**src/rtl/dpd_sched_pkg.sv**
```systemverilog
// Shared types, constants and DPD pack/unpack helpers for the decimal converter scheduler.
package dpd_sched_pkg;

    localparam int unsigned DATA_W    = 12;
    localparam int unsigned BIN_W     = 10;
    localparam int unsigned SH_W      = DATA_W + BIN_W;
    localparam int unsigned BIN_ITERS = 10;
    localparam int unsigned CNT_W     = 4;

    localparam logic [1:0] FMT_BIN = 2'd0;
    localparam logic [1:0] FMT_BCD = 2'd1;
    localparam logic [1:0] FMT_DPD = 2'd2;

    typedef enum logic [1:0] {
        IDLE = 2'd0,
        CONV = 2'd1,
        RESP = 2'd2
    } state_e;

    // Three BCD digits {d2,d1,d0} -> 10-bit DPD; digit MSBs select the row, other bits used as-is.
    function automatic logic [9:0] dpd_pack(input logic [11:0] dg);
        logic [9:0] r;
        case ({dg[11], dg[7], dg[3]})
            3'b000:  r = {dg[10:8], dg[6:4], 1'b0, dg[2:0]};
            3'b001:  r = {dg[10:8], dg[6:4], 1'b1, 2'b00, dg[0]};
            3'b010:  r = {dg[10:8], dg[2:1], dg[4], 1'b1, 2'b01, dg[0]};
            3'b100:  r = {dg[2:1], dg[8], dg[6:4], 1'b1, 2'b10, dg[0]};
            3'b110:  r = {dg[2:1], dg[8], 2'b00, dg[4], 1'b1, 2'b11, dg[0]};
            3'b101:  r = {dg[6:5], dg[8], 2'b01, dg[4], 1'b1, 2'b11, dg[0]};
            3'b011:  r = {dg[10:8], 2'b10, dg[4], 1'b1, 2'b11, dg[0]};
            default: r = {2'b00, dg[8], 2'b11, dg[4], 1'b1, 2'b11, dg[0]};
        endcase
        return r;
    endfunction

    // 10-bit DPD -> three BCD digits; bits marked don't-care in the all-large row are ignored.
    function automatic logic [11:0] dpd_unpack(input logic [9:0] p);
        logic [11:0] r;
        if (!p[3]) begin
            r = {1'b0, p[9:7], 1'b0, p[6:4], 1'b0, p[2:0]};
        end else begin
            case (p[2:1])
                2'b00:   r = {1'b0, p[9:7], 1'b0, p[6:4], 3'b100, p[0]};
                2'b01:   r = {1'b0, p[9:7], 3'b100, p[4], 1'b0, p[6:5], p[0]};
                2'b10:   r = {3'b100, p[7], 1'b0, p[6:4], 1'b0, p[9:8], p[0]};
                default: begin
                    case (p[6:5])
                        2'b00:   r = {3'b100, p[7], 3'b100, p[4], 1'b0, p[9:8], p[0]};
                        2'b01:   r = {3'b100, p[7], 1'b0, p[9:8], p[4], 3'b100, p[0]};
                        2'b10:   r = {1'b0, p[9:7], 3'b100, p[4], 3'b100, p[0]};
                        default: r = {3'b100, p[7], 3'b100, p[4], 3'b100, p[0]};
                    endcase
                end
            endcase
        end
        return r;
    endfunction

    // True when any of the three digits is outside 0..9.
    function automatic logic bcd_invalid(input logic [11:0] dg);
        return (dg[11:8] > 4'd9) || (dg[7:4] > 4'd9) || (dg[3:0] > 4'd9);
    endfunction

endpackage

```
**src/rtl/dpd_conv_sched_if.sv**
```systemverilog
// Request/response bundle: two requesters in, one response out.
interface dpd_conv_sched_if;
    import dpd_sched_pkg::*;

    logic              req0_valid;
    logic              req0_ready;
    logic [DATA_W-1:0] req0_data;
    logic [1:0]        req0_ifmt;
    logic [1:0]        req0_ofmt;

    logic              req1_valid;
    logic              req1_ready;
    logic [DATA_W-1:0] req1_data;
    logic [1:0]        req1_ifmt;
    logic [1:0]        req1_ofmt;

    logic              rsp_valid;
    logic              rsp_ready;
    logic [DATA_W-1:0] rsp_data;
    logic              rsp_id;
    logic              rsp_err;

    modport master (
        output req0_valid, req0_data, req0_ifmt, req0_ofmt,
        input  req0_ready,
        output req1_valid, req1_data, req1_ifmt, req1_ofmt,
        input  req1_ready,
        input  rsp_valid, rsp_data, rsp_id, rsp_err,
        output rsp_ready
    );

    modport slave (
        input  req0_valid, req0_data, req0_ifmt, req0_ofmt,
        output req0_ready,
        input  req1_valid, req1_data, req1_ifmt, req1_ofmt,
        output req1_ready,
        output rsp_valid, rsp_data, rsp_id, rsp_err,
        input  rsp_ready
    );

endinterface

```
**src/rtl/bin2bcd_iter.sv**
```systemverilog
// Iterative double-dabble: one add-3/shift step per cycle, BIN_ITERS steps per conversion.
module bin2bcd_iter
    import dpd_sched_pkg::*;
(
    input  logic              clk,
    input  logic              rst_n,
    input  logic              load,
    input  logic              step,
    input  logic [BIN_W-1:0]  bin,
    output logic [DATA_W-1:0] digits,
    output logic              done_c
);

    logic [SH_W-1:0]  sh;
    logic [SH_W-1:0]  adj;
    logic [CNT_W-1:0] cnt;

    // Add 3 to every BCD digit that is 5 or more before the shift.
    always_comb begin
        adj = sh;
        for (int i = 0; i < 3; i++) begin
            if (sh[BIN_W + 4*i +: 4] >= 4'd5) begin
                adj[BIN_W + 4*i +: 4] = sh[BIN_W + 4*i +: 4] + 4'd3;
            end
        end
    end

    // Shift register and iteration counter.
    always_ff @(posedge clk or negedge rst_n) begin
        if (!rst_n) begin
            sh  <= '0;
            cnt <= '0;
        end else if (load) begin
            sh  <= {DATA_W'(0), bin};
            cnt <= '0;
        end else if (step) begin
            sh  <= adj << 1;
            cnt <= cnt + CNT_W'(1);
        end
    end

    assign digits = sh[SH_W-1:BIN_W];
    assign done_c = (cnt == CNT_W'(BIN_ITERS - 1));

endmodule

```
**src/rtl/dpd_conv_sched.sv**
```systemverilog
// Two-requester scheduler for BIN/BCD/DPD conversions over a shared iterative datapath.
// Optional feature: define DPD_SCHED_RR_EN for round-robin arbitration (default: req0 priority).
module dpd_conv_sched
    import dpd_sched_pkg::*;
(
    input  logic            clk,
    input  logic            rst_n,
    dpd_conv_sched_if.slave bus,
    output logic            busy
);

    state_e            state, state_d;
    logic              idle_q, last_id, id_q, err_q, use_eng_q;
    logic [1:0]        ofmt_q;
    logic [DATA_W-1:0] dig_q;

    logic              grant, accept, eng_done_c;
    logic [DATA_W-1:0] op, eng_dig, dig;
    logic [1:0]        ifmt, ofmt;
    logic [BIN_W-1:0]  bin_red, bin_val;

    // Arbitration between the two requesters.
`ifdef DPD_SCHED_RR_EN
    always_comb begin
        if (bus.req0_valid && bus.req1_valid) grant = ~last_id;
        else                                  grant = bus.req1_valid;
    end
`else
    logic rr_unused;
    assign rr_unused = last_id;
    always_comb begin
        grant = ~bus.req0_valid & bus.req1_valid;
    end
`endif

    // Ready only once the FSM is idle; idle_q is low through reset.
    assign bus.req0_ready = idle_q & bus.req0_valid & ~grant;
    assign bus.req1_ready = idle_q & bus.req1_valid &  grant;
    assign accept         = idle_q & (bus.req0_valid | bus.req1_valid);

    assign op      = grant ? bus.req1_data : bus.req0_data;
    assign ifmt    = grant ? bus.req1_ifmt : bus.req0_ifmt;
    assign ofmt    = grant ? bus.req1_ofmt : bus.req0_ofmt;
    assign bin_red = (op[BIN_W-1:0] >= 10'd1000) ? op[BIN_W-1:0] - 10'd1000 : op[BIN_W-1:0];

    bin2bcd_iter u_b2b (
        .clk    (clk),
        .rst_n  (rst_n),
        .load   (accept && (ifmt == FMT_BIN)),
        .step   (state == CONV),
        .bin    (bin_red),
        .digits (eng_dig),
        .done_c (eng_done_c)
    );

    // Next-state decode.
    always_comb begin
        state_d = state;
        case (state)
            IDLE:    if (accept) state_d = (ifmt == FMT_BIN) ? CONV : RESP;
            CONV:    if (eng_done_c) state_d = RESP;
            RESP:    if (bus.rsp_ready) state_d = IDLE;
            default: state_d = IDLE;
        endcase
    end

    // State, status flags and per-operation context captured on accept.
    always_ff @(posedge clk or negedge rst_n) begin
        if (!rst_n) begin
            state         <= IDLE;
            idle_q        <= 1'b0;
            bus.rsp_valid <= 1'b0;
            busy          <= 1'b0;
            last_id       <= 1'b1;
            id_q          <= 1'b0;
            err_q         <= 1'b0;
            use_eng_q     <= 1'b0;
            ofmt_q        <= FMT_BIN;
            dig_q         <= '0;
        end else begin
            state         <= state_d;
            idle_q        <= (state_d == IDLE);
            bus.rsp_valid <= (state_d == RESP);
            busy          <= (state_d != IDLE);
            if (accept) begin
                last_id   <= grant;
                id_q      <= grant;
                ofmt_q    <= ofmt;
                use_eng_q <= (ifmt == FMT_BIN);
                case (ifmt)
                    FMT_BIN: err_q <= 1'b0;
                    FMT_DPD: begin
                        dig_q <= dpd_unpack(op[BIN_W-1:0]);
                        err_q <= 1'b0;
                    end
                    default: begin
                        dig_q <= op;
                        err_q <= bcd_invalid(op);
                    end
                endcase
            end
        end
    end

    // Result formatting from the held digits and latched output format.
    assign dig     = use_eng_q ? eng_dig : dig_q;
    assign bin_val = BIN_W'(12'(dig[11:8]) * 12'd100 + 12'(dig[7:4]) * 12'd10 + 12'(dig[3:0]));

    always_comb begin
        case (ofmt_q)
            FMT_BIN: bus.rsp_data = {2'b00, bin_val};
            FMT_DPD: bus.rsp_data = {2'b00, dpd_pack(dig)};
            default: bus.rsp_data = dig;
        endcase
    end

    assign bus.rsp_id  = id_q;
    assign bus.rsp_err = err_q;

endmodule

```
**src/flat_wrapper.sv**
```systemverilog
// flat-port wrapper written by rule: the top's interface ports become plain ports
module dpd_conv_sched_flat import dpd_sched_pkg::*;
  (clk, rst_n, busy, bus_req0_valid, bus_req0_data, bus_req0_ifmt, bus_req0_ofmt, bus_req0_ready, bus_req1_valid, bus_req1_data, bus_req1_ifmt, bus_req1_ofmt, bus_req1_ready, bus_rsp_valid, bus_rsp_data, bus_rsp_id, bus_rsp_err, bus_rsp_ready);
  dpd_conv_sched_if bus_i ();
  input  logic clk;
  input  logic rst_n;
  output logic busy;
  input wire logic [$bits(bus_i.req0_valid)-1:0] bus_req0_valid;
  input wire logic [$bits(bus_i.req0_data)-1:0] bus_req0_data;
  input wire logic [$bits(bus_i.req0_ifmt)-1:0] bus_req0_ifmt;
  input wire logic [$bits(bus_i.req0_ofmt)-1:0] bus_req0_ofmt;
  output wire logic [$bits(bus_i.req0_ready)-1:0] bus_req0_ready;
  input wire logic [$bits(bus_i.req1_valid)-1:0] bus_req1_valid;
  input wire logic [$bits(bus_i.req1_data)-1:0] bus_req1_data;
  input wire logic [$bits(bus_i.req1_ifmt)-1:0] bus_req1_ifmt;
  input wire logic [$bits(bus_i.req1_ofmt)-1:0] bus_req1_ofmt;
  output wire logic [$bits(bus_i.req1_ready)-1:0] bus_req1_ready;
  output wire logic [$bits(bus_i.rsp_valid)-1:0] bus_rsp_valid;
  output wire logic [$bits(bus_i.rsp_data)-1:0] bus_rsp_data;
  output wire logic [$bits(bus_i.rsp_id)-1:0] bus_rsp_id;
  output wire logic [$bits(bus_i.rsp_err)-1:0] bus_rsp_err;
  input wire logic [$bits(bus_i.rsp_ready)-1:0] bus_rsp_ready;
  assign bus_i.req0_valid = bus_req0_valid;
  assign bus_i.req0_data = bus_req0_data;
  assign bus_i.req0_ifmt = bus_req0_ifmt;
  assign bus_i.req0_ofmt = bus_req0_ofmt;
  assign bus_req0_ready = bus_i.req0_ready;
  assign bus_i.req1_valid = bus_req1_valid;
  assign bus_i.req1_data = bus_req1_data;
  assign bus_i.req1_ifmt = bus_req1_ifmt;
  assign bus_i.req1_ofmt = bus_req1_ofmt;
  assign bus_req1_ready = bus_i.req1_ready;
  assign bus_rsp_valid = bus_i.rsp_valid;
  assign bus_rsp_data = bus_i.rsp_data;
  assign bus_rsp_id = bus_i.rsp_id;
  assign bus_rsp_err = bus_i.rsp_err;
  assign bus_i.rsp_ready = bus_rsp_ready;
  dpd_conv_sched u_core (.clk(clk), .rst_n(rst_n), .bus(bus_i), .busy(busy));
endmodule
```
**config.mk**
```make
export PLATFORM = sky130hd
export DESIGN_NAME = dpd_conv_sched_flat
export DESIGN_NICKNAME = d
export VERILOG_FILES = /design/src/rtl/dpd_sched_pkg.sv /design/src/rtl/dpd_conv_sched_if.sv /design/src/rtl/bin2bcd_iter.sv /design/src/rtl/dpd_conv_sched.sv /design/src/flat_wrapper.sv
export SDC_FILE = /design/constraint.sdc
export NUM_CORES = 1
export LEC_CHECK = 0
export ABC_AREA = 1
export BUFFER_PORTS_ARGS = -buffer_cell sky130_fd_sc_hd__buf_2
export CAP_MARGIN = 20
export CORE_MARGIN = 1.5
export CORE_UTILIZATION = 40
export DETAILED_ROUTE_END_ITERATION = 10
export PLACE_DENSITY_LB_ADDON = 0.2
export REMOVE_ABC_BUFFERS = 1
export SLEW_MARGIN = 20
export SYNTH_ARGS = -nofsm -noshare
export SYNTH_HDL_FRONTEND = slang
export SYNTH_HIERARCHICAL = 1
export SYNTH_SLANG_ARGS = --single-unit
```
**constraint.sdc**
```tcl
create_clock -name clk -period 3.05 [get_ports clk]
set_clock_uncertainty 0.1 [all_clocks]
set_input_delay 0 -clock clk [delete_from_list [all_inputs] [get_ports clk]]
set_output_delay 0 -clock clk [all_outputs]
set_load 0.02 [all_outputs]
```
* After elaboration in Yosys (flattened, before gate mapping)
Index checks and enable logic that the tools add are counted.
** Storage, ports and cells
- Output and inout bits :: 18
- Bits of input ports :: 37
- Memories kept :: 0
- Register bits :: 48
- Latch bits :: 0
- Word-level logic and storage cells :: 91
- Bits in writable memories :: 0
- Memory bits (read-only) :: 0
** Operators by class
- Multipliers :: 2
- Eq/ne operators :: 16
- Order comparisons :: 7
- $add $sub $neg :: 7
- Bitwise gates (word level) :: 10
- Shift-type cells :: 0
- Reductions and logical operators :: 14
- Multiplexer cells :: 24
- Divide/modulo/power cells :: 0
** Operators with widths (count)
- $pmux 12 s3 :: 2
- $pmux 10 s7 :: 1
- $pmux 12 s2 :: 2
- $mux 22 :: 2
- $mux 12 :: 3
- $mux 4 :: 4
- $eq 2x2->1 const B :: 6
- $ge 4x3->1 const B :: 3
- $gt 4x4->1 const B :: 3
- $logic_not 2->1 :: 6
- $mux 2 :: 6
- $add 10x4->10 :: 1
- $add 10x8->10 :: 1
- $ge 10x10->1 const B :: 1
- $mux 10 :: 1
- $sub 10x10->10 const B :: 1
- $eq 3x3->1 const B :: 3
- $add 4x2->4 const B :: 2
- $mul 4x5->8 const B :: 1
- $mul 4x3->7 const B :: 1
- $and 1x1->1 :: 6
- $eq 2x1->1 const B :: 3
- $eq 3x2->1 const B :: 2
- $pmux 2 s3 :: 1
- other kinds (14) :: 18

* Depth between registers and ports, before layout
Gate-level depths: netlist of the first run.
- Depth after elaboration :: 8
- Mapped depth :: 19
- Gate-level depth less buffers :: 19

* By module
Netlist of the first run, hierarchy kept.
** By module, submodules not included
- dpd_conv_sched :: seq. area each 550.5 sq um, area each 2806.4 sq um, cells an instance 439, times used 1
- bin2bcd_iter :: seq. area each 650.6 sq um, area each 1377.6 sq um, cells an instance 167, times used 1

* Worst setup path before layout of the first run
No wires, ideal clock.
- Path type :: reg2out
- Start :: reg u_core.use_eng_q
- End :: out bus_rsp_data[9]
- Stages on the path, launching flop included :: 19
- Buffers on the path :: 1
- Arrival :: 3.059 ns
- Required time :: 2.950 ns
- Slack :: -0.109 ns
- Path through :: dfrtp_1 > inv_2 > buf_2 > nand2_1 > nand2_1 > ha_1 > ha_1 > inv_1 > fa_1 > inv_1 > ha_1 > ha_1 > nand2_1 > inv_1 > a21oi_1 > nand2_1 > nand2_1 > nand3_1 > nand3_1
** Between the ends
- Word-level cells in the longest chain between the ends :: 5
- Elaborated cells between the ends (all ways) :: 14
- Those cells by class :: add/sub (2); mul (2); eq/ne (6); mux (3); reduce/logical (1)
** RTL lines
- start: declaration :: line dpd_conv_sched.sv:13 : logic idle_q, last_id, id_q, err_q, use_eng_q;
- start signal: assignment :: line dpd_conv_sched.sv:89 : use_eng_q <= (ifmt == FMT_BIN);
- $mux 12 * :: line dpd_conv_sched.sv:106 : assign dig = use_eng_q ? eng_dig : dig_q;
- $mul 4x5->8 or $mul 4x3->7 (tied branches) :: line dpd_conv_sched.sv:107 : assign bin_val = BIN_W'(12'(dig[11:8]) * 12'd100 + 12'(dig[7:4]) * 12'd10 + 12'(dig[3:0]));
- $add 10x8->10 :: line dpd_conv_sched.sv:107
- $add 10x4->10 :: line dpd_conv_sched.sv:107
- $pmux 12 s2 * :: line dpd_conv_sched.sv:110 : case (ofmt_q)
- end: declaration :: line flat_wrapper.sv:19 : output wire logic [$bits(bus_i.rsp_data)-1:0] bus_rsp_data;
Every way passes the cells marked *; elsewhere a longest branch is shown, timed or not.

* Worst setup path in the final report of the first run
- Start :: reg u_core.use_eng_q
- End :: out bus_rsp_data[8]
Same word-level chain as after synthesis.

==> results of run 1 <==
layer usage:
| metal | GRT usage (%) | vias to the layer above | wire, um |
|---|---|---|---|
| li1 | - | 2159 | - |
| met1 | 25.24 | 1909 | 4858 |
| met2 | 37.07 | 118 | 5667 |
| met3 | 2.721 | 20 | 460 |
| met4 | 7.339 | 0 | 221 |
| met5 | 0 | - | 0 |
worst paths after layout:
path                               startpoint             endpoint  slack [ns]  depth (start not counted)
setup / recovery             u_core/use_eng_q      bus_rsp_data[8]       -0.23                         18
setup reg to reg                u_core/idle_q   u_core/u_b2b/sh[0]        0.85                          8
hold / removal               bus_req1_data[0]   u_core/u_b2b/sh[0]       -0.01                          5
hold reg to reg            u_core/bus.rsp_err   u_core/bus.rsp_err        0.39                          2
max in group asynchronous               rst_n     u_core/use_eng_q        1.96                          3
min in group asynchronous               rst_n  u_core/u_b2b/sh[16]        0.10                          2
what timing repair did:
item | 4_1_cts | 5_1_grt
buffers inserted | 7 | 4
resized for setup | 65 | 33
endpoints found under the hold margin | 29 | 0
setup endpoints to repair | 7 | 7
pin swaps | 34 | 23
hold buffers | 10 | 0
power breakdown:
| part | leakage (nW) | internal [mW] | switching (mW) |
|---|---|---|---|
| Sequential | 0.612 | 0.895 | 0.224 |
| Clock | 0.0583 | 0.247 | 0.229 |
| Combinational | 2.24 | 2.68 | 3.15 |
| Total | 2.91 | 3.82 | 3.61 |
registers in the layout (all words and copies together) (netlist names):
name                  cells
u_core/u_b2b/cnt          4
u_core/ofmt_q             2
u_core/busy               1
u_core/use_eng_q          1
u_core/bus.rsp_valid      1
u_core/dig_q             12
u_core/idle_q             1
u_core/state              2
u_core/u_b2b/sh          22
u_core/bus.rsp_err        1
u_core/bus.rsp_id         1
layout make-up:
type,count,area share (%)
Clock inverter,3,0.8644
Clock buffer,5,1.251
Timing Repair Buffer,108,13.76
Multi-Input combinational cell,467,53.64
Tap cell,136,3.094
Inverter,79,5.528
Sequential cell,48,21.86
placed cells by master (no fill, tap or decap), types with 4 or more instances in the layout:
| cell type | n |
|---|---|
| o21ai_0 | 17 |
| ha_1 | 15 |
| buf_2 | 48 |
| nand3_2 | 8 |
| dfrtp_1 | 47 |
| nand2_1 | 195 |
| nand3_1 | 45 |
| buf_6 | 11 |
| o22ai_1 | 6 |
| nor2_1 | 36 |
| inv_1 | 66 |
| ha_4 | 16 |
| o21ai_1 | 6 |
| a22oi_1 | 11 |
| a21oi_2 | 9 |
| inv_2 | 11 |
| nand3b_1 | 4 |
| clkbuf_8 | 5 |
| a21oi_1 | 14 |
| buf_4 | 39 |
| dlygate4sd3_1 | 10 |
| nand2_2 | 25 |
| xnor2_1 | 4 |
| nand2_4 | 16 |
| nand4_1 | 9 |
| nor2_2 | 5 |
per-stage QoR:
step                setup slack (ns)  instances  power, mW  cell area, um^2
floorplan                    -0.1976        594      3.846             4076
global placement             -0.1723        818      5.313             4772
detailed placement           -0.2809        818      5.371             4772
CTS                          -0.2216        842      6.843             5315
global route                 -0.4092        846      8.074             5500
finish                       -0.2273        846      7.432             5500
cells in the mapped netlist (all sizes together):
master / n
fa: 4
a21oi: 24
nand3: 54
a31oi: 2
nor3: 3
nand2: 236
inv: 79
o21bai: 2
dfrtp: 48
o22ai: 6
ha: 32
clkbuf: 1
xor2: 2
nand4: 9
nand3b: 4
nor2: 44
xnor2: 5
buf: 11
a22oi: 11
o21ai: 28
nand2b: 1
cells by family after synthesis:
logic type	share of synthesized area (%)
AO/OA/AOI/OAI	10.65
XOR/XNOR	1.465
adder cells (fa/ha/maj)	11.48
flip-flops	28.71
AND/OR/NAND/NOR	37.98
buffers and inverters	9.719
critical path: cells and delay by family (launching register included):
family                   cells  cell delay, ns
buffers and inverters        5            0.41
adder cells (fa/ha/maj)      5            1.38
AND/OR/NAND/NOR              8            0.63
flip-flops                   1            0.45
==> results.md, run 1 <==
- Status: finished with violations
- Failing checks: negative hold slack, negative setup slack
- Final Hold Fails: 1
- Netlist cell types: 35
- Wire length per cell: 13.25 um
- Total power divided by cell area: 1351 nW/um^2
- # Max-Cap Violations: 0
- Core area: about 10000 um^2
- First-pass GRT wire length: 18670 um
- Synthesized instance count: 606
- CP max stage cell: fa_1
- DR vias: 4206
- Final Core Density: 53.76%
- RePlAce Congestion: 0.8850
- Final setup fails: 5
- Total GRT Usage: 20.65%
- FMAX: approximately 310 MHz
- Ports: 55
- Synth top area share: 28.71%
- Final wirelength: 11210 um
- CP startpoint kind: flop
- Max-slew violations: 0
- IO Port Bufs: 54
- Multi-input gate area: 2950 um^2
- Starting Density: 40.90%
- WP data required: 2.95 ns
- P_leak: just under 3 nW
- Unrepaired setup endpoints after global routing: true
- Cell taking the most area after synthesis: dfrtp_1
- Slew HR: 63.49%
- CTS clock-pin slew for the worst setup and hold paths: 0.10 ns
- Remaining antenna violation count: 0
- Critical path class: reg2out
- Worst VDD drop: 1819 uV
- # nets final: between 700 and 800
- CTS max path bufs: 2
- Final min period: 3.277 ns
- CTS H-tree lvls: 2
- Flip-flop and latch count after synthesis: 48
- Drt via density: between 4 and 5
- YS warnings: 6
- Largest net degree at the start of global routing: 27
- Clock sinks: between 40 and 50
- Hold Crit Class: in2reg
- DIE AREA: 11080 um^2
- Synthesized cell area: 4184 um^2
- Diodes inserted: 0
- Arr. time, crit path: 3.18 ns
- Worst-margin pin slew: 0.5457 ns
- DRC Markers: 0
- Vias in the first global route: ~4100
- Fin crit share: 107.5%
- CTS buffer count: 5
- Die width: around 110 um
- Synth area leaders: dfrtp_1 29%, nand2_1 19%, ha_1 9.6%
- CTS tree: done
- Setup tns final: -0.7742 ns
- Register area: 1202 um^2
- Crit Path Max Fanout: 8
- Initial antenna violation count: 0
- Sequential area share after synthesis: 28.71%
- Global route overflow: 0
- CP dominant cell by count: ha_4
- Area grow syn2layout: 31.46%
- CP Cell Sequence: clkinv_4, nand2_4, nand2_4, ha_4, ha_4, inv_2, fa_1, inv_2, ha_4, ha_4, nand2_1, inv_2, nand4_1, nand3_1, nand2_1, nand3_1, nand3_1, buf_6
- Drt pass-1 iters: 4
- Fill count: 948
- Layout cell share with drive strength beyond 1: 30.28%
- HPWL after detailed placement: 8321 um
- DRT iter0 DRCs: 192
- Min Hold Slack: -0.01022 ns
- Skew-Pair Late Insertion Delay: 0.30 ns
- Root buffer cell: clkbuf_8
- Rows: 37
- Worst setup EP type: primary output
- Mean Syn Cell Area: 6.904 um^2
- CP max stage delay: 0.49 ns
- Setup ws final: -0.2273 ns
- Die H: 105.3 um
Note: power is estimated with default switching activity, not from simulation.
==> inputs of run 2 (changes only) <==
CELL_PAD_IN_SITES_DETAIL_PLACEMENT = 0   (was unset)
CELL_PAD_IN_SITES_GLOBAL_PLACEMENT = 1   (was unset)
CORE_UTILIZATION = 38   (was 40)
==> results.md, run 2 (synthesized netlist as in run 1, its figures left out) <==
- Status: finished with violations
- Failing checks: negative setup slack
- Drt pass-1 iters: 5 (+1)
- DRC Markers: 0 (unchanged)
- CTS H-tree lvls: 2 (unchanged)
- Slew HR: 59.64% (-3.8 points)
- Register area: 1202 um^2 (unchanged)
- Worst-margin pin slew: 0.6053 ns (+0.05963 ns)
- RePlAce Congestion: 0.8728 (-1.4%)
- Largest net degree at the start of global routing: 28 (+3.7%)
- Final Core Density: 50.24% (-3.5 points)
- Worst setup EP type: primary output
- Root buffer cell: clkbuf_8
- Total power divided by cell area: 1351 nW/um^2 (about the same)
- Arr. time, crit path: 3.19 ns (about the same)
- Biggest register: u_core/u_b2b/sh
- CTS clock-pin slew for the worst setup and hold paths: 0.08 ns (-0.02 ns)
- Starting Density: 38.77% (-2.1 points)
- P_leak: 2.884 nW (-0.74%)
- Final Hold Fails: 0 (-1)
- Die width: 107.9 um (+2.5%)
- Global route overflow: 0 (unchanged)
- Diodes inserted: 0 (unchanged)
- Multi-input gate area: 2899 um^2 (-1.7%)
- Fin crit share: 108.0% (+0.56 points)
- Final min period: 3.294 ns (+0.01716 ns)
- CP max stage cell: dfrtp_2
- Wire length per cell: 13.22 um (-0.18%)
- Flop pwr share: 15.2% (about the same)
- IO Port Bufs: 54 (unchanged)
- Critical path class: reg2out
- CP Cell Sequence: o21ai_2, inv_1, ha_4, ha_4, ha_4, a21oi_2, xor2_1, ha_1, ha_4, nand2_1, inv_1, nand4_1, nand3_1, nand2_1, nand3_2, nand3_2, buf_6
- Rows: 38 (+2.7%)
- Setup ws final: -0.2445 ns (-0.01716 ns)
- Clk pwr share: 5.3% (-1.1 points)
- Commonest non-fill, non-tap cell in the layout: nand2_1
- CTS buffer count: 5 (unchanged)
- Final wirelength: 11230 um (+0.18%)
- CP dominant cell by count: ha_4
- Skew-Pair Late Insertion Delay: 0.30 ns (about the same)
- Max-slew violations: 0 (unchanged)
- Die H: 107.9 um (+2.5%)
- Core area: 10790 um^2 (+5.5%)
- Ports: 55 (unchanged)
- Top delay family on crit path: adder cells
- Hold Crit Class: in2reg
- First-pass GRT wire length: 19290 um (+3.3%)
- Clock sinks: 48 (unchanged)
- Min Hold Slack: 0.03852 ns (+0.04875 ns)
- Int Pwr: 3.819 mW (-0.14%)
- Regs by FF count: u_core/u_b2b/sh x22, u_core/dig_q x12, u_core/u_b2b/cnt x4
- DR vias: 4150 (-1.3%)
- Fill count: 1068 (+13%)
- # nets final: 782 (unchanged)
- Remaining antenna violation count: 0 (unchanged)
- Total GRT Usage: 20.69% (+0.035 points)
- Initial antenna violation count: 0 (unchanged)
- Area grow syn2layout: 29.61%
- Worst R2R Setup Slack: 0.80 ns (-0.05 ns)
- Drt via density: 4.888 (-1.7%)
- Layout cell share with drive strength beyond 1: 29.20% (-1.1 points)
- Commonest cells after routing, fill and taps aside: 201 x nand2_1, 66 x inv_1, 49 x buf_2, 47 x dfrtp_1, 46 x nand3_1
- CTS max path bufs: 2 (unchanged)
- CP max stage delay: 0.48 ns (about the same)
- CTS tree: done
- FMAX: 303.5 MHz (-0.52%)
- Final setup fails: 4 (-1)
- HPWL after detailed placement: 8594 um (+3.3%)
- Worst VDD drop: 1125 uV (-38%)
- Part of the power in combinational logic: 79.5% (+1.0 points)
- # Max-Cap Violations: 0 (unchanged)
- Sw frac: 47.87% (-0.67 points)
- CP startpoint kind: flop
- DIE AREA: 11650 um^2 (+5.1%)
- WP data required: 2.95 ns (about the same)
- WP buf/inv: 3 (-2)
- DRT iter0 DRCs: 206 (+7.3%)
- Vias in the first global route: 4149 (+0.024%)
- Number of flip-flops in the largest register: 22 (unchanged)
- P_sw: 3.507 mW (-2.8%)
- Crit Path Max Fanout: 8 (unchanged)
- Unrepaired setup endpoints after global routing: true
-- run 2: cell types whose count changed in the layout (fill, tap and decap cells not counted), moves of 2 or more --
cell      delta
clkinv_4     -2
a21oi_2      +2
nand2_1      +6
nand2_4      -5
-- run 2: worst reg2reg max path, stage by stage, from the launching register on --
cell and delay, ns:
dfrtp_1 0.39, nand2_1 0.11, nand2_1 0.19, inv_1 0.20, nor2_1 0.07, buf_4 0.19, nor2_4 0.40, inv_1 0.28
nor2_1 0.14, o21bai_2 0.12
-- run 2: final timing paths --
check,start,endpoint,cells after the start
hold reg to reg,u_core/u_b2b/sh[6],u_core/u_b2b/sh[7],2
setup / recovery,u_core/use_eng_q,bus_rsp_data[8],17
hold / removal,bus_req1_valid,u_core/bus.rsp_id,3
min in group asynchronous,rst_n,u_core/u_b2b/sh[15],2
max in group asynchronous,rst_n,u_core/use_eng_q,3
setup reg to reg,u_core/idle_q,u_core/u_b2b/sh[18],9
-- run 2: layer usage --
metal / vias up / GRT usage [%] / wire length, um
li1: 2149 / - / -
met3: 16 / 2.411 / 256
met2: 71 / 36.35 / 5525
met4: 0 / 7.895 / 173
met1: 1914 / 25.99 / 5272
met5: - / 0 / 0
-- run 2: metrics by stage --
step                cell area [um^2]  setup TNS (ns)  instances  total power, mW  setup WS [ns]
floorplan                       4076         -0.3072        594            3.846        -0.1976
global placement                4792         -0.3198        824            5.463        -0.1591
detailed placement              4792         -0.6447        824            5.494        -0.2214
CTS                             5345         -0.5936        849            6.976        -0.1952
global route                    5423          -1.624        849            7.999        -0.4896
finish                          5423         -0.7292        849            7.326        -0.2445
-- run 2: final cells by class --
| cell class | instances | area share, % |
|---|---|---|
| clock inverters | 1 | 0.1615 |
| clock buffers | 6 | 1.523 |
| inverters | 79 | 5.561 |
| multi-input cells | 467 | 53.46 |
| flip-flops and latches | 48 | 22.17 |
| well taps | 140 | 3.230 |
| repair buffers | 108 | 13.89 |
-- run 2: power groups by stage --
| stage | clock (mW) | combinational, mW | sequential, mW |
|---|---|---|---|
| 2_1_floorplan | 0 | 2.75 | 1.10 |
| 3_3_place_gp | 0 | 4.35 | 1.11 |
| 3_5_place_dp | 0 | 4.38 | 1.11 |
| 4_1_cts | 0.420 | 5.45 | 1.11 |
| 5_1_grt | 0.441 | 6.41 | 1.15 |
| 6_report | 0.389 | 5.83 | 1.11 |
-- run 2: timing repair --
item,CTS,global route
setup endpoints to repair,7,7
endpoints found under the hold margin,34,0
pin swaps,26,16
resized for setup,58,22
buffers inserted,7,0
hold buffers,11,0
==> inputs of run 3 (changes only) <==
==> constraint.sdc (replaced) <==
create_clock -name clk -period 3.05 [get_ports clk]
set_clock_uncertainty 0.1 [all_clocks]
set_input_delay 0.915 -clock clk [delete_from_list [all_inputs] [get_ports clk]]
set_output_delay 0.915 -clock clk [all_outputs]
set_load 0.02 [all_outputs]
==> results.md, run 3 (synthesized netlist as in run 1, its figures left out) <==
- Hold Crit Class: reg2reg
- CTS clock-pin slew for the worst setup and hold paths: 0.09 ns (about the same)
- Clock sinks: 48 (unchanged)
- Drt pass-1 iters: 5 (unchanged)
- Multi-input gate area: 3025 um^2 (+4.4%)
- Setup ws final: -1.211 ns (-0.9666 ns)
- Worst r2r path cells: 9 (unchanged)
- Final Core Density: 52.84% (+2.6 points)
- Final setup fails: 8 (+4)
- Wire length per cell: 13.33 um (+0.79%)
- CTS H-tree lvls: 2 (unchanged)
- Skew-Pair Late Insertion Delay: 0.31 ns (about the same)
- Unrepaired setup endpoints after global routing: true
- Vias in the first global route: 4042 (-2.6%)
- Layout cell share with drive strength beyond 1: 34.94% (+5.7 points)
- Flop pwr share: 13.3% (-1.9 points)
- Root buffer cell: clkbuf_8
- DRT iter0 DRCs: 242 (+17%)
- WP data required: 2.03 ns (-0.92 ns)
- Global route overflow: 0 (unchanged)
- Top delay family on crit path: adder cells
- CP max stage cell: dfrtp_2
- Critical path class: reg2out
- CTS buffer count: 5 (unchanged)
- Final cell count without fillers: 864 (+1.8%)
- FMAX: 234.7 MHz (-23%)
- Final wirelength: 11520 um (+2.6%)
- DIE AREA: 11650 um^2 (unchanged)
- Commonest cells after routing, fill and taps aside: 190 x nand2_1, 62 x inv_1, 61 x buf_4, 47 x nand3_1, 47 x dfrtp_1
- Total GRT Usage: 20.33% (-0.36 points)
- Part of the power in combinational logic: 79.9% (+0.4 points)
- CP dominant cell by count: ha_4
- Placement Setup Slack: -1.052 ns (-0.8301 ns)
- HPWL after detailed placement: 8551 um (-0.50%)
- IO Port Bufs: 54 (unchanged)
- Initial antenna violation count: 0 (unchanged)
- Worst VDD drop: 1434 uV (+27%)
- Worst-margin pin slew: 0.6256 ns (+0.02025 ns)
- First-pass GRT wire length: 18800 um (-2.5%)
- Remaining antenna violation count: 0 (unchanged)
- Biggest register: u_core/u_b2b/sh
- Failing checks: negative setup slack
- Drt via density: 4.862 (-0.53%)
- Slew HR: 58.29% (-1.3 points)
- Ports: 55 (unchanged)
- Diodes inserted: 0 (unchanged)
- P_sw: 3.828 mW (+9.1%)
- Core area: 10790 um^2 (unchanged)
- Fill count: 1037 (-2.9%)
- Tot Pwr: 8.258 mW (+13%)
- Worst setup EP type: primary output
- Arr. time, crit path: 3.25 ns (+0.06 ns)
- Area grow syn2layout: 36.30%
- Number of flip-flops in the largest register: 22 (unchanged)
- # nets final: 796 (+1.8%)
- Crit Path Max Fanout: 6 (-2)
- Final min period: 4.261 ns (+0.9666 ns)
- Max-slew violations: 0 (unchanged)
- Fin crit share: 139.7% (+32 points)
- P_leak: 3.022 nW (+4.8%)
- Final Hold Fails: 0 (unchanged)
- CP startpoint kind: flop
- Status: finished with violations
- DRC Markers: 0 (unchanged)
- Hold depth: 2 (-1)
- DR vias: 4201 (+1.2%)
- Total power divided by cell area: 1448 nW/um^2 (+7.2%)
- Die H: 107.9 um (unchanged)
- WP buf/inv: 5 (+2)
- Regs by FF count: u_core/u_b2b/sh x22, u_core/dig_q x12, u_core/u_b2b/cnt x4
- # Max-Cap Violations: 0 (unchanged)
- RePlAce Congestion: 0.8509 (-2.5%)
- Starting Density: 38.77% (unchanged)
- Int Pwr: 4.430 mW (+16%)
- CP max stage delay: 0.45 ns (-0.03 ns)
- Sw frac: 46.35% (-1.5 points)
- CP Cell Sequence: inv_4, buf_6, o21ai_4, ha_4, ha_4, ha_4, a21oi_2, xor2_1, ha_1, ha_4, buf_4, buf_6, o21ai_1, nand3_1, buf_6
- Die width: 107.9 um (unchanged)
- Clk pwr share: 6.8% (+1.5 points)
- Register area: 1202 um^2 (unchanged)
- Placed Cells: 846 (+2.7%)
- CTS max path bufs: 2 (unchanged)
- Largest net degree at the start of global routing: 49 (+75%)
- CP Depth: 15 (-2)
- Rows: 38 (unchanged)
- Commonest non-fill, non-tap cell in the layout: nand2_1
- CTS tree: done
run 3: cell types whose count changed in the layout (fill, tap and decap cells not counted), moves of 3 or more:
| cell | before | now |
|---|---|---|
| dlygate4sd3_1 | 11 | 0 |
| buf_6 | 10 | 15 |
| buf_2 | 49 | 46 |
| buf_4 | 38 | 61 |
| nand2_4 | 11 | 20 |
| inv_1 | 66 | 62 |
| nand2_1 | 201 | 190 |
| inv_2 | 11 | 14 |
run 3: worst paths after layout:
path | from | to | slack, ns
worst max-delay path | u_core/use_eng_q | bus_rsp_data[6] | -1.21
worst min-delay path | u_core/bus.rsp_err | u_core/bus.rsp_err | 0.39
worst max register to register | u_core/idle_q | u_core/u_b2b/sh[14] | 1.00
worst min register to register | u_core/bus.rsp_err | u_core/bus.rsp_err | 0.39
max in group asynchronous | rst_n | u_core/use_eng_q | 1.79
min in group asynchronous | rst_n | u_core/u_b2b/sh[17] | 0.59
run 3: tightest hold or removal path, stage by stage (launching register included):
cell and delay (ns):
dfrtp_1 0.35, nand2_1 0.05, nand2_1 0.06
run 3: what timing repair did:
item                                    in CTS  in global routing
buffers inserted                             5                  7
endpoints found under the setup margin       8                  9
gates cloned                                 0                  0
hold buffers                                 0                  0
pin swaps                                   27                 25
resized for setup                           74                 46
run 3: layout make-up:
| cell class | count | area share (%) |
|---|---|---|
| multi-input cells | 467 | 53.05 |
| flip-flops and latches | 48 | 21.08 |
| repair buffers | 122 | 15.03 |
| inverters | 79 | 5.353 |
| well taps | 140 | 3.072 |
| clock buffers | 5 | 1.207 |
| clock inverters | 3 | 1.207 |
run 3: routing by layer:
layer / part of all wire [%] / GRT usage [%] / up-vias
met5: 0 / 0 / -
li1: - / - / 2171
met1: 44 / 25.80 / 1906
met3: 3.5 / 2.471 / 24
met2: 50 / 35.67 / 100
met4: 2.5 / 7.049 / 0
run 3: metrics by stage:
stage,setup TNS (ns),hold WS [ns],area [um^2]
2_1_floorplan,-5.835,0.3438,4076
3_3_place_gp,-5.616,0.3587,4957
3_5_place_dp,-5.909,0.3631,4957
4_1_cts,-7.001,0.3903,5451
5_1_grt,-8.114,0.4167,5703
6_report,-7.121,0.3856,5703
run 3: power by group through the flow:
stage	Combinational [mW]	Clock, mW	Sequential (mW)
5_1_grt	7.19	0.607	1.14
4_1_cts	5.61	0.585	1.09
2_1_floorplan	2.75	0	1.10
6_report	6.59	0.564	1.10
3_5_place_dp	4.47	0	1.09
3_3_place_gp	4.47	0	1.09
